===== config.mk =====
export PLATFORM = sky130hd
export DESIGN_NAME = dbi_rx_decoder
export DESIGN_NICKNAME = d
export VERILOG_FILES = /design/src/rtl/dbi_rx_decoder.sv
export SDC_FILE = /design/constraint.sdc
export NUM_CORES = 1
export LEC_CHECK = 0
export BUFFER_PORTS_ARGS = -buffer_cell sky130_fd_sc_hd__buf_4
export CAP_MARGIN = 40
export CORE_ASPECT_RATIO = 2
export CORE_MARGIN = 3
export CORE_UTILIZATION = 61
export CTS_BUF_LIST = sky130_fd_sc_hd__clkbuf_8
export CTS_CLUSTER_DIAMETER = 40
export CTS_CLUSTER_SIZE = 24
export DETAILED_ROUTE_END_ITERATION = 7
export PLACE_DENSITY = 0.95
export REMOVE_ABC_BUFFERS = 1
export SLEW_MARGIN = 20
export SYNTH_ARGS = -nofsm -noshare
export SYNTH_HDL_FRONTEND = slang
export SYNTH_SLANG_ARGS = --single-unit

===== constraint.sdc =====
create_clock -name clk -period 5.62 [get_ports clk]
set_clock_uncertainty 0.15 [all_clocks]
set_input_delay 0.562 -clock clk [delete_from_list [all_inputs] [get_ports clk]]
set_output_delay 0.562 -clock clk [all_outputs]
set_load 0.005 [all_outputs]

===== src/rtl/dbi_rx_decoder.sv =====
// dbi_rx_decoder
// Receive-side Data Bus Inversion decoder. Each accepted beat is restored
// (inverted when its DBI flag is set) and queued, together with its last
// marker, in a small FIFO that feeds a valid/ready consumer. A two-state
// burst tracker and saturating statistics counters run alongside.
//
// Optional feature macro: DBI_CHECK_EN
//   When defined, every accepted beat is checked against the transmit-side
//   DC-balance rule (at most 4 ones when not inverted, at most 3 ones when
//   inverted). Violations set a sticky flag and bump a saturating counter.
//   When undefined, no ones-count logic exists and viol/viol_cnt are 0.
//
// Parameters:
//   DEPTH  FIFO depth in beats (power of two, >= 2)
//   CNT_W  width of the statistics counters
//
// Ports:
//   clk, rst              clock, asynchronous active-high reset
//   in_valid/in_ready     input handshake; in_ready depends on FIFO state only
//   in_data, in_dbi       sampled bus byte and its inversion flag
//   in_last               burst end marker carried through with the beat
//   out_valid/out_ready   output handshake
//   out_data, out_last    decoded head-of-FIFO beat
//   clr                   synchronous clear of counters and sticky flags
//   in_burst              high while the burst tracker is inside a burst
//   inv_cnt, burst_cnt    saturating counts of inverted beats / burst ends
//   viol, viol_cnt        DC-rule violation flag and count

module dbi_rx_decoder #(
  parameter int DEPTH = 4,
  parameter int CNT_W = 16
) (
  input  logic             clk,
  input  logic             rst,
  input  logic             in_valid,
  output logic             in_ready,
  input  logic [7:0]       in_data,
  input  logic             in_dbi,
  input  logic             in_last,
  output logic             out_valid,
  input  logic             out_ready,
  output logic [7:0]       out_data,
  output logic             out_last,
  input  logic             clr,
  output logic             in_burst,
  output logic [CNT_W-1:0] inv_cnt,
  output logic [CNT_W-1:0] burst_cnt,
  output logic             viol,
  output logic [CNT_W-1:0] viol_cnt
);

  localparam int AW = $clog2(DEPTH);
  localparam logic [CNT_W-1:0] CNT_MAX = {CNT_W{1'b1}};

  typedef enum logic {IDLE, BURST} state_t;

  state_t           state_q, state_d;
  logic [AW:0]      wrPtr_q, wrPtr_d;
  logic [AW:0]      rdPtr_q, rdPtr_d;
  logic [CNT_W-1:0] invCnt_q, invCnt_d;
  logic [CNT_W-1:0] burstCnt_q, burstCnt_d;
  logic [8:0]       fifoMem_q [DEPTH];

  logic       full, empty, push, pop;
  logic [7:0] decoded;
  logic [8:0] headEntry;

  // Pointers carry one extra wrap bit: equal means empty, differing only
  // in the wrap bit means full.
  assign full  = (wrPtr_q == {~rdPtr_q[AW], rdPtr_q[AW-1:0]});
  assign empty = (wrPtr_q == rdPtr_q);

  assign in_ready  = !full;
  assign out_valid = !empty;
  assign push      = in_valid && in_ready;
  assign pop       = out_valid && out_ready;
  assign decoded   = in_dbi ? ~in_data : in_data;

  // Storage is left unreset; the head is masked while empty so the outputs
  // read zero after reset and never expose a stale entry.
  assign headEntry = fifoMem_q[rdPtr_q[AW-1:0]];
  assign out_data  = empty ? 8'h00 : headEntry[7:0];
  assign out_last  = empty ? 1'b0  : headEntry[8];
  assign in_burst  = (state_q == BURST);
  assign inv_cnt   = invCnt_q;
  assign burst_cnt = burstCnt_q;

  // FIFO storage write: decoded byte plus last marker.
  always_ff @(posedge clk) begin
    if (push) begin
      fifoMem_q[wrPtr_q[AW-1:0]] <= {in_last, decoded};
    end
  end

  // Next-state for pointers, burst tracker and counters. clr has priority
  // over any increment in the same cycle; FIFO and FSM ignore clr.
  always_comb begin
    wrPtr_d    = wrPtr_q;
    rdPtr_d    = rdPtr_q;
    state_d    = state_q;
    invCnt_d   = invCnt_q;
    burstCnt_d = burstCnt_q;
    if (push) begin
      wrPtr_d = wrPtr_q + 1'b1;
      state_d = in_last ? IDLE : BURST;
    end
    if (pop) begin
      rdPtr_d = rdPtr_q + 1'b1;
    end
    if (clr) begin
      invCnt_d   = '0;
      burstCnt_d = '0;
    end else if (push) begin
      if (in_dbi && invCnt_q != CNT_MAX) begin
        invCnt_d = invCnt_q + CNT_W'(1);
      end
      if (in_last && burstCnt_q != CNT_MAX) begin
        burstCnt_d = burstCnt_q + CNT_W'(1);
      end
    end
  end

  // State registers.
  always_ff @(posedge clk or posedge rst) begin
    if (rst) begin
      wrPtr_q    <= '0;
      rdPtr_q    <= '0;
      state_q    <= IDLE;
      invCnt_q   <= '0;
      burstCnt_q <= '0;
    end else begin
      wrPtr_q    <= wrPtr_d;
      rdPtr_q    <= rdPtr_d;
      state_q    <= state_d;
      invCnt_q   <= invCnt_d;
      burstCnt_q <= burstCnt_d;
    end
  end

`ifdef DBI_CHECK_EN
  logic             viol_q, viol_d;
  logic [CNT_W-1:0] violCnt_q, violCnt_d;
  logic [3:0]       onesCount;
  logic             violBeat;

  // Ones count of the raw bus byte as it appeared on the wires.
  always_comb begin
    onesCount = 4'd0;
    for (int i = 0; i < 8; i++) begin
      onesCount = onesCount + {3'b000, in_data[i]};
    end
  end

  // An inverted beat was sent because the original had more than 4 ones,
  // so the wire byte must then hold at most 3.
  assign violBeat = push && (in_dbi ? (onesCount > 4'd3) : (onesCount > 4'd4));

  always_comb begin
    viol_d    = viol_q;
    violCnt_d = violCnt_q;
    if (clr) begin
      viol_d    = 1'b0;
      violCnt_d = '0;
    end else if (violBeat) begin
      viol_d = 1'b1;
      if (violCnt_q != CNT_MAX) begin
        violCnt_d = violCnt_q + CNT_W'(1);
      end
    end
  end

  always_ff @(posedge clk or posedge rst) begin
    if (rst) begin
      viol_q    <= 1'b0;
      violCnt_q <= '0;
    end else begin
      viol_q    <= viol_d;
      violCnt_q <= violCnt_d;
    end
  end

  assign viol     = viol_q;
  assign viol_cnt = violCnt_q;
`else
  assign viol     = 1'b0;
  assign viol_cnt = '0;
`endif

endmodule


==> flow_summary_export.csv, run 1 <==
group,metric,value,unit
sta,finalCriticalPeriod,2817,ps
logic_synthesis,ys_seq_area_share,55.15,%
global_routing,grt_first_pass_wirelength,12.35,mm
cts,numCtsBuffers,9,
critical_path,worstPathMaxFanout,24,
critical_path,worst-setup-path-type,"reg -> reg",
critical_path,critPathRequiredTime,5750,ps
place,port-buffer-count,58,
cts,cts.root.buffer_cell,"sky130_fd_sc_hd__clkbuf_8",
run_status,status,"finished, final reports clean",
logic_synthesis,synth_cell_type_count,40,
pwr,power_per_cell_area,397.8,mW/mm^2
finish,most_common_cell_after_layout_fill_and_taps_aside,"sky130_fd_sc_hd__buf_4",
sta,timing_max_transition_violations_final,0,
cts,clk_pin_slew,80,ps
run,drv.max_cap_violation_count,0,
logic_synthesis,synth_top_area_share,28.98,%
floorplanning,core.rowCount,39,
cts,resized_after_cts,0,
critical_path,endpoint_kind,"register",
logic_synthesis,synth_compound_area_share,5.133,%
finish,layout-drive-gt1-share,27.20,%
cts,cts_tree,"done",
route,drt-pass1-iter-count,5,
place,hpwl_reported_at_the_end_of_detailed_placement,5.249,mm
floorplanning,fp.dieH,116.6,um
logic_synthesis,post_synth_and_or_nand_nor_area_fraction,17.48,%
floorplanning,initial_standard_cell_utilization_of_the_core,64.23,%
sta,max_slew_margin,54.28,%
logic_synthesis,synth_edf_count,36,
logic_synthesis,yosysWarnings,0,
sta,hold_viol_final,0,
logic_synthesis,synth_seq_cells,75,
worst_hold_path,hp-class,"in -> async",
finish,finalInstanceArea,0.004340,mm^2
cts,postCtsSetupBuffers,0,
cts,clock_tree.buffer_depth,2,
sta,actual_transition_at_the_worst_max_transition_pin,685.9,ps
finish,diodes,0,
logic_synthesis,synthMuxAreaShare,7.279,%
finish,leading_cell_types_in_the_layout_fill_and_taps_excluded,"59 x sky130_fd_sc_hd__buf_4, 39 x sky130_fd_sc_hd__dfrtp_1, 36 x sky130_fd_sc_hd__edfxtp_1, 23 x sky130_fd_sc_hd__xor2_1, 20 x sky130_fd_sc_hd__nor2_1",
floorplanning,ioPinCount,76,
route,wl,7.549,mm
logic_synthesis,synth-main-ff-cell,"sky130_fd_sc_hd__dfrtp_1",
route,postRouteAntennaNets,0,
cts,postCtsHoldBufs,0,
finish,area.growth.synth_to_final,16.37,%
logic_synthesis,synth_async_sr_flop_share,52.00,%
sta,grt_setup_unrepaired,"no",
global_routing,grt_max_degree,40,
sta,setup_violations,0,
place,placedInstanceArea,0.004106,mm^2
logic_synthesis,main_combinational_cell_family_by_area_after_synthesis,"simple AND/OR/NAND/NOR gates",
route,num_vias,2546,
cts,h_tree_levels,3,
logic_synthesis,leading_post_synthesis_cells_by_cell_area,"sky130_fd_sc_hd__edfxtp_1 29%, sky130_fd_sc_hd__dfrtp_1 26%, sky130_fd_sc_hd__mux4_2 5.4%",
global_routing,grt_overflow,0,
logic_synthesis,synth-xor-area-share,6.575,%
pwr,cellLeakagePower,0.001853,uW
route,detail_route.vias_per_cell,5.991,
route,route.detailed.wl_per_inst,17.76,um
sta,final.setup.tns,0,ps
critical_path,cp-start-kind,"register",
sta,layout_worst_path_cycle_share,50.12,%
finish,finish.utilization,74.75,%
logic_synthesis,synth_adder_area_share,2.348,%
finish,design.final.nets,381,
global_routing,grt_use_total,23.41,%
critical_path,cp.arrival,2940,ps
global_routing,first_global_vias,2629,
logic_synthesis,syn-instance-count,302,
sta,fmaxAchievable,355.0,MHz
route,detail_route.iter0.violations,107,
floorplanning,floorplan.die_area,0.007145,mm^2
floorplanning,core-area,0.005807,mm^2
logic_synthesis,synthDominantAreaCellType,"sky130_fd_sc_hd__edfxtp_1",
cts,tritoncts_num_sinks,75,
logic_synthesis,syn-cell-area,0.003730,mm^2
finish,fillCellCount,375,
place,gpl.final_weighted_congestion,0.7978,
cts,clk-insertion-delay-late,350,ps
pwr,ir_drop,258.3,uV
logic_synthesis,syn_avg_cell_area,12.35,um^2
floorplanning,chipWidth,61.29,um
route,drc,0,
global_routing,grt_antenna_before_repair,0,
-- path summary, 6_finish.rpt --
path	depth (start not counted)	to	slack [ps]	start
worst min register to register	1	rdPtr_q[2]	350	rdPtr_q[2]
worst min-delay path	3	burst_cnt[0]	180	rst
worst max register to register	6	inv_cnt[11]	2800	rdPtr_q[0]
min in group clk	1	fifoMem_q[2][8]	340	in_last
worst max-delay path	6	inv_cnt[11]	2800	rdPtr_q[0]
max in group asynchronous	3	inv_cnt[11]	4790	rst
-- metrics by stage --
step | std cells | hold WS [ps] | power (uW) | worst slack (ps)
after floorplan | 288 | 311.9 | 1052 | 3064
final | 425 | 175.2 | 1726 | 2803
after global placement | 408 | 328.3 | 1253 | 2760
after global routing | 425 | 203.1 | 1827 | 2595
after detailed placement | 408 | 331.1 | 1278 | 2619
after CTS | 424 | 180.4 | 1742 | 2572
-- synthesized netlist by cell type (6+ instances only) --
cell type,count
sky130_fd_sc_hd__nand3_1,10
sky130_fd_sc_hd__or4_1,8
sky130_fd_sc_hd__dfrtp_1,39
sky130_fd_sc_hd__o31ai_1,6
sky130_fd_sc_hd__ha_1,7
sky130_fd_sc_hd__xor2_1,23
sky130_fd_sc_hd__nor2_1,20
sky130_fd_sc_hd__mux4_2,9
sky130_fd_sc_hd__buf_4,19
sky130_fd_sc_hd__edfxtp_1,36
sky130_fd_sc_hd__o21ai_0,10
sky130_fd_sc_hd__or3_1,7
sky130_fd_sc_hd__a21oi_1,13
sky130_fd_sc_hd__clkbuf_1,6
sky130_fd_sc_hd__nand4_1,15
sky130_fd_sc_hd__and2_1,15
sky130_fd_sc_hd__nand2_1,12
-- state kept, by name, indices dropped and copies added, names as in the netlist --
register,cells
in_burst,1
burst_cnt,16
fifoMem_q,36
rdPtr_q,3
inv_cnt,16
wrPtr_q,3
-- layer usage --
metal	global-route usage (%)	vias up	routed length (um)
met3	4.204	13	381
met5	0	-	0
met1	26.21	1256	2623
li1	-	1191	-
met2	41.09	86	4384
met4	11.29	0	160
-- worst max-delay path, cell delays in order, from the launching register on --
cell	delay [ps]
sky130_fd_sc_hd__dfrtp_1	790
sky130_fd_sc_hd__xor2_1	290
sky130_fd_sc_hd__o31a_2	460
sky130_fd_sc_hd__o211ai_2	180
sky130_fd_sc_hd__buf_6	200
sky130_fd_sc_hd__or4_1	510
sky130_fd_sc_hd__a21oi_1	160
-- logic make-up after synthesis --
logic type,Yosys count
compound gates,32
xor+xnor,28
fa+ha+maj,7
buf+inv,35
flops,75
mux,15
other cells,1
simple gates,109
-- area by class of cell --
| cell class | instances | area (um^2) | share of cell area [%] |
|---|---|---|---|
| Multi-Input combinational cell | 208 | 1511 | 34.82 |
| Clock inverter | 7 | 98.84 | 2.277 |
| Clock buffer | 9 | 123.9 | 2.854 |
| Inverter | 5 | 18.77 | 0.4324 |
| Tap cell | 61 | 76.32 | 1.758 |
| Timing Repair Buffer | 60 | 454.2 | 10.46 |
| Sequential cell | 75 | 2057 | 47.39 |
-- report_power, final --
part | switching (uW) | internal [uW]
clock network | 207 | 253
registers | 80.0 | 678
logic | 231 | 277
Power figures use the tool's default switching activity.
==> run 2, diff against run 1 <==
--- a/config.mk
+++ b/config.mk
@@ -5,11 +5,12 @@
 export SDC_FILE = /design/constraint.sdc
 export NUM_CORES = 1
 export LEC_CHECK = 0
+export ABC_AREA = 1
 export BUFFER_PORTS_ARGS = -buffer_cell sky130_fd_sc_hd__buf_4
 export CAP_MARGIN = 40
 export CORE_ASPECT_RATIO = 2
 export CORE_MARGIN = 3
-export CORE_UTILIZATION = 61
+export CORE_UTILIZATION = 58
 export CTS_BUF_LIST = sky130_fd_sc_hd__clkbuf_8
 export CTS_CLUSTER_DIAMETER = 40
 export CTS_CLUSTER_SIZE = 24
==> constraint.sdc (replaced) <==
create_clock -name clk -period 2.65 [get_ports clk]
set_clock_uncertainty 0.15 [all_clocks]
set_input_delay 0.265 -clock clk [delete_from_list [all_inputs] [get_ports clk]]
set_output_delay 0.265 -clock clk [all_outputs]
set_load 0.005 [all_outputs]
==> run 2 against run 1 <==
Sequential share of layout area fell by 5.2 points. Global-route usage grew 0.53 points. Clock power increased by 91%. Die area is 17% higher. Synthesized cell count rose by 66%. Sequential cell count is the same. Via count increased by 38%. Non-clock buffer count grew 8. Cell count increased by 55%. Critical path depth increased by 1. Critical path type is now reg -> out. Largest cell class unchanged.
==> flow_summary_export.csv, run 2 <==
group,metric,value,unit
run_status,status,"finished, final reports clean",
worst_hold_path,hp-class,"in -> reg",
pwr,netSwitchingFraction,35.10,%
pwr,power.internal,2354,uW
logic_synthesis,synthDominantAreaCellType,"sky130_fd_sc_hd__edfxtp_1",
critical_path,cpMostUsedCell,"sky130_fd_sc_hd__nand2_1",
logic_synthesis,synth_most_common_cell,"sky130_fd_sc_hd__nand2_1",
worst_hold_path,hold_path.startpoint,"clr",
sta,setup_violations,0,
finish,design.final.nets,584,
logic_synthesis,top_cells_by_instance_count_after_synthesis,"121 x sky130_fd_sc_hd__nand2_1, 70 x sky130_fd_sc_hd__nand3_1, 57 x sky130_fd_sc_hd__nor2_1, 46 x sky130_fd_sc_hd__inv_1, 39 x sky130_fd_sc_hd__dfrtp_1",
critical_path,crit_path_cell_trace,"inv_1, nand2_1, nand2_1, nand4_1, nand2_1, inv_1, buf_4",
critical_path,timing.reg2reg.worst_path_depth,8,
cts,clk-insertion-delay-late,360,ps
logic_synthesis,synth-main-ff-cell,"sky130_fd_sc_hd__dfrtp_1",
sta,layout_worst_path_cycle_share,90.79,%
floorplanning,floorplan.die_area,0.008382,mm^2
finish,layout-drive-gt1-share,17.46,%
sta,hold_viol_final,0,
cts,clock_tree.buffer_depth,2,
pwr,pwr-share-clk,24.2,%
cts,h_tree_levels,3,
critical_path,worstPathMaxFanout,11,
cts,postCtsSetupBuffers,0,
sta,actual_transition_at_the_worst_max_transition_pin,529.2,ps
sta,worst_slack,244.0,ps
sta,max_slew_margin,64.72,%
finish,area.growth.synth_to_final,15.81,%
cts,cts.root.buffer_cell,"sky130_fd_sc_hd__clkbuf_8",
route,route.detailed.wl_per_inst,14.08,um
logic_synthesis,synth_edf_count,36,
logic_synthesis,synth_top_area_share,25.67,%
global_routing,grt_first_pass_wirelength,15.54,mm
cts,cts_tree,"done",
critical_path,cp.arrival,1990,ps
critical_path,end_of_the_worst_register_to_register_path,"rdPtr_q[1]",
route,num_vias,3510,
logic_synthesis,synth_seq_cells,75,
worst_hold_path,hold_depth,4,
place,port-buffer-count,58,
worst_hold_path,worstHoldEndpoint,"burst_cnt[14]",
route,drt-pass1-iter-count,6,
logic_synthesis,syn_avg_cell_area,8.390,um^2
sta,final.setup.tns,0,ps
pwr,seq_power_share,42.6,%
global_routing,grt_max_degree,52,
critical_path,crit-reg2reg-launch,"rdPtr_q[1]",
critical_path,worst_path_largest_cell_delay,400,ps
global_routing,grt_antenna_before_repair,0,
run,drv.max_cap_violation_count,0,
finish,number_of_flip_flops_in_the_largest_register,36,
sta,fmaxAchievable,415.6,MHz
critical_path,timing.reg2reg.setup_slack,650,ps
place,gpl.final_weighted_congestion,0.8594,
route,wl,9.253,mm
sta,timing_max_transition_violations_final,0,
cts,tritoncts_num_sinks,75,
logic_synthesis,leading_post_synthesis_cells_by_cell_area,"sky130_fd_sc_hd__edfxtp_1 26%, sky130_fd_sc_hd__dfrtp_1 23%, sky130_fd_sc_hd__nand2_1 11%",
critical_path,critPathRequiredTime,2240,ps
pwr,cellLeakagePower,0.002363,uW
route,detail_route.vias_per_cell,5.342,
route,postRouteAntennaNets,0,
pwr,combPwrFrac,33.2,%
sta,grt_setup_unrepaired,"no",
critical_path,cp-start-kind,"register",
critical_path,worst-setup-path-type,"reg -> out",
logic_synthesis,ys_seq_area_share,48.84,%
floorplanning,initial_standard_cell_utilization_of_the_core,60.21,%
floorplanning,fp.dieH,126.5,um
critical_path,endpoint_kind,"primary output",
logic_synthesis,synth_async_sr_flop_share,52.00,%
floorplanning,core.rowCount,43,
cts,numCtsBuffers,9,
logic_synthesis,synth_cell_type_count,30,
global_routing,grt_use_total,23.94,%
pwr,power_per_cell_area,743.7,mW/mm^2
logic_synthesis,yosysWarnings,0,
route,drc,0,
finish,most_common_cell_after_layout_fill_and_taps_aside,"sky130_fd_sc_hd__nand2_1",
logic_synthesis,syn-cell-area,0.004212,mm^2
place,hpwl_reported_at_the_end_of_detailed_placement,6.768,mm
cts,clk_pin_slew,80,ps
place,post-place-ws,506.9,ps
floorplanning,ioPinCount,76,
global_routing,grt_overflow,0,
finish,diodes,0,
critical_path,cp_slowest_cell,"sky130_fd_sc_hd__nand4_1",
floorplanning,chipWidth,66.26,um
global_routing,first_global_vias,3482,
route,detail_route.iter0.violations,207,
pwr,ir_drop,422.4,uV
logic_synthesis,syn-instance-count,502,
sta,finalCriticalPeriod,2406,ps
finish,leading_cell_types_in_the_layout_fill_and_taps_excluded,"121 x sky130_fd_sc_hd__nand2_1, 70 x sky130_fd_sc_hd__nand3_1, 65 x sky130_fd_sc_hd__buf_4, 57 x sky130_fd_sc_hd__nor2_1, 46 x sky130_fd_sc_hd__inv_1",
floorplanning,core-area,0.006994,mm^2
pwr,p_sw,1273,uW
-- run 2: worst max path at each step --
stage	startpoint	endpoint	slack (ps)	cells after the start
after floorplan	rdPtr_q[0]	fifoMem_q[3][0]	380	6
after global placement	rdPtr_q[0]	out_data[5]	590	6
after detailed placement	rdPtr_q[0]	out_data[4]	510	6
after CTS	rdPtr_q[0]	out_data[4]	100	6
after global routing	rdPtr_q[0]	out_data[5]	40	7
final	rdPtr_q[1]	out_data[4]	240	7
-- run 2: critical path: cells and delay by family (launching register included) --
| kind | cells | cell delay, ps |
|---|---|---|
| and+or+nand+nor | 4 | 830 |
| buffers and inverters | 3 | 420 |
| DFF | 1 | 380 |
-- run 2: per-layer routing --
layer | track usage, % | wire, um
met5 | 0 | 0
met4 | 12.46 | 285
met3 | 5.314 | 435
met2 | 43.12 | 5267
met1 | 24.87 | 3264
-- run 2: power by group through the flow --
stage	logic, uW	clock network, uW	registers, uW
detailed placement	1210	0	1560
floorplan	692	0	1540
CTS	1220	902	1540
global placement	1150	0	1550
finish	1210	878	1540
global route	1350	955	1560
-- run 2: cell type report --
type	count	area, um^2
fillers	567	2117
multi-input cells	359	1792
flip-flops and latches	75	2058
repair buffers	68	528.0
well taps	90	112.6
inverters	49	186.4
clock buffers	9	123.9
clock inverters	7	76.32
-- run 2: stage by stage --
stage               utilization (%)  cell area (um^2)  hold slack [ps]  cells  power, uW
global route                  69.73              4877            72.38    657       3871
detailed placement            66.57              4656            289.3    639       2772
finish                        69.73              4877            68.08    657       3627
floorplan                         -              4035            213.9    483       2230
CTS                           69.71              4876            56.17    657       3657
global placement              66.57              4656            274.0    639       2699
-- run 2: kinds of logic (layout without fill, tap and decap cells) --
kind of cell | Yosys count | in the layout | synth area share, %
AOI/OAI and AO/OA | 38 | 38 | 4.991
xor gates and xnor gates | 25 | 25 | 5.199
adders and majority gates | 7 | 7 | 2.080
buffers and inverters | 84 | 133 | 10.04
DFF | 75 | 75 | 48.84
other | 1 | 17 | 0.08904
and+or+nand+nor | 272 | 272 | 28.76
-- run 2: what timing repair did --
item,4_1_cts,5_1_grt
resized for setup,0,1
hold endpoints to repair,43,0
hold buffers,2,0
setup endpoints to repair,0,10
==> run 3, diff against run 2 <==
--- a/config.mk
+++ b/config.mk
@@ -16,7 +16,6 @@
 export CTS_CLUSTER_SIZE = 24
 export DETAILED_ROUTE_END_ITERATION = 7
 export PLACE_DENSITY = 0.95
-export REMOVE_ABC_BUFFERS = 1
 export SLEW_MARGIN = 20
 export SYNTH_ARGS = -nofsm -noshare
 export SYNTH_HDL_FRONTEND = slang
==> run 3 against run 2 <==
Final area is 0.69% higher. Wire length rose by 1.2%. Via count rose by 1.3%. Sequential cell count did not move. Cell count grew 0.15%. Combinational power about the same. Critical endpoint is now out_data[1]. Highest routed layer unchanged. Critical path depth did not move. Worst setup slack improved by 130 ps.
==> flow_summary_export.csv, run 3 (same netlist as run 2, synthesis figures left out) <==
group,metric,value,unit
run_status,status,"finished, final reports clean",
route,route.detailed.wl_per_inst,14.23,um
sta,hold_viol_final,0,
critical_path,cp_slowest_cell,"sky130_fd_sc_hd__dfrtp_2",
route,detail_route.iter0.violations,180,
route,detail_route.vias_per_cell,5.404,
finish,leading_cell_types_in_the_layout_fill_and_taps_excluded,"121 x sky130_fd_sc_hd__nand2_1, 70 x sky130_fd_sc_hd__nand3_1, 66 x sky130_fd_sc_hd__buf_4, 57 x sky130_fd_sc_hd__nor2_1, 46 x sky130_fd_sc_hd__inv_1",
cts,tritoncts_num_sinks,75,
place,gpl.final_weighted_congestion,0.8523,
sta,timing_max_transition_violations_final,0,
sta,finalCriticalPeriod,2279,ps
floorplanning,floorplan.die_area,0.008382,mm^2
place,placedInstanceArea,0.004656,mm^2
floorplanning,core.rowCount,43,
pwr,pwr-share-clk,26.1,%
cts,clock_tree.buffer_depth,2,
route,num_vias,3556,
place,port-buffer-count,58,
sta,layout_worst_path_cycle_share,86.01,%
critical_path,cp-start-kind,"register",
critical_path,timing.reg2reg.worst_path_depth,10,
pwr,cellLeakagePower,0.002380,uW
global_routing,grt_overflow,0,
floorplanning,fp.dieH,126.5,um
critical_path,endpoint_kind,"primary output",
global_routing,grt_antenna_before_repair,0,
sta,setup_violations,0,
route,drc,0,
route,drt-pass1-iter-count,5,
sta,grt_setup_unrepaired,"no",
sta,final.setup.tns,0,ps
pwr,ir_drop,348.0,uV
global_routing,grt_first_pass_wirelength,15.44,mm
pwr,p_sw,1264,uW
cts,cts_tree,"done",
finish,diodes,0,
global_routing,grt_use_total,23.79,%
sta,fmaxAchievable,438.7,MHz
critical_path,worstPathMaxFanout,21,
floorplanning,chipWidth,66.26,um
cts,h_tree_levels,3,
critical_path,worst_path_largest_cell_delay,570,ps
finish,layout-drive-gt1-share,17.61,%
global_routing,grt_max_degree,42,
floorplanning,core-area,0.006994,mm^2
cts,clk_pin_slew,70,ps
place,hpwl_reported_at_the_end_of_detailed_placement,6.779,mm
pwr,seq_power_share,41.2,%
worst_hold_path,hp-class,"in -> reg",
sta,max_slew_margin,61.18,%
finish,area.growth.synth_to_final,16.61,%
route,postRouteAntennaNets,0,
pwr,power.internal,2483,uW
critical_path,crit_path_cell_trace,"inv_1, buf_4, o21ai_0, o22ai_1, nand2_1, inv_1, buf_4",
critical_path,critPathRequiredTime,2240,ps
critical_path,worst-setup-path-type,"reg -> out",
pwr,combPwrFrac,32.7,%
finish,finalInstanceArea,0.004911,mm^2
place,place.detailed.instances,639,
pwr,power_per_cell_area,763.2,mW/mm^2
run,drv.max_cap_violation_count,0,
finish,number_of_flip_flops_in_the_largest_register,36,
finish,most_common_cell_after_layout_fill_and_taps_aside,"sky130_fd_sc_hd__nand2_1",
finish,stdcell_count,658,
global_routing,first_global_vias,3384,
route,wl,9.365,mm
cts,cts.root.buffer_cell,"sky130_fd_sc_hd__clkbuf_8",
pwr,netSwitchingFraction,33.74,%
finish,design.final.nets,585,
cts,clk-insertion-delay-late,350,ps
floorplanning,initial_standard_cell_utilization_of_the_core,60.21,%
critical_path,cp.arrival,1860,ps
sta,actual_transition_at_the_worst_max_transition_pin,581.6,ps
worst_hold_path,hold_depth,4,
cts,numCtsBuffers,9,
floorplanning,ioPinCount,76,
-- run 3: final cells by class --
cell class	instances	area, um^2
flip-flops and latches	75	2058
well taps	90	112.6
fillers	545	2083
multi-input cells	359	1792
inverters	49	186.4
clock buffers	10	137.6
repair buffers	69	535.5
clock inverters	6	88.84
-- run 3: power by group through the flow --
stage | registers [uW] | logic (uW) | clock network, uW
global route | 1560 | 1370 | 1050
finish | 1540 | 1230 | 978
floorplan | 1510 | 815 | 0
global placement | 1550 | 1140 | 0
CTS | 1540 | 1220 | 1000
detailed placement | 1570 | 1210 | 0
-- run 3: worst paths after layout --
kind / from / end / slack [ps]
worst max register to register: rdPtr_q[1] / burst_cnt[9] / 660
worst min register to register: wrPtr_q[2] / wrPtr_q[2] / 340
min in group asynchronous: rst / rdPtr_q[2] / 450
max in group asynchronous: rst / rdPtr_q[0] / 1520
worst max-delay path: rdPtr_q[0] / out_data[1] / 370
worst min-delay path: clr / burst_cnt[10] / 80
-- run 3: stage by stage --
stage	power, uW	utilization [%]	worst slack, ps	hold slack, ps
3_5_place_dp	2778	66.57	466.8	275.7
6_report	3748	70.21	370.8	77.07
5_1_grt	3983	70.21	247.5	77.62
2_1_floorplan	2321	-	785.3	213.9
4_1_cts	3760	70.09	71.83	54.09
3_3_place_gp	2687	66.57	628.3	265.0
-- run 3: routing by layer --
metal	GRT usage, %	wire length, um	up-vias
met2	42.30	5207	127
met5	0	0	-
met4	10.90	275	0
met1	26.09	3371	1688
met3	5.137	510	26
li1	-	-	1715
-- run 3: repair_timing --
item / CTS / global route
endpoints found under the setup margin: 0 / 10
hold buffers: 2 / 0
hold endpoints to repair: 43 / 0
setup buffers: 0 / 1
gates resized for setup: 0 / 1
-- run 3: worst max-delay path, delay by kind of cell, from the launching register on --
| kind | cells | cell delay (ps) |
|---|---|---|
| compound gates | 2 | 370 |
| flops | 1 | 570 |
| simple gates | 1 | 90 |
| buf+inv | 4 | 490 |
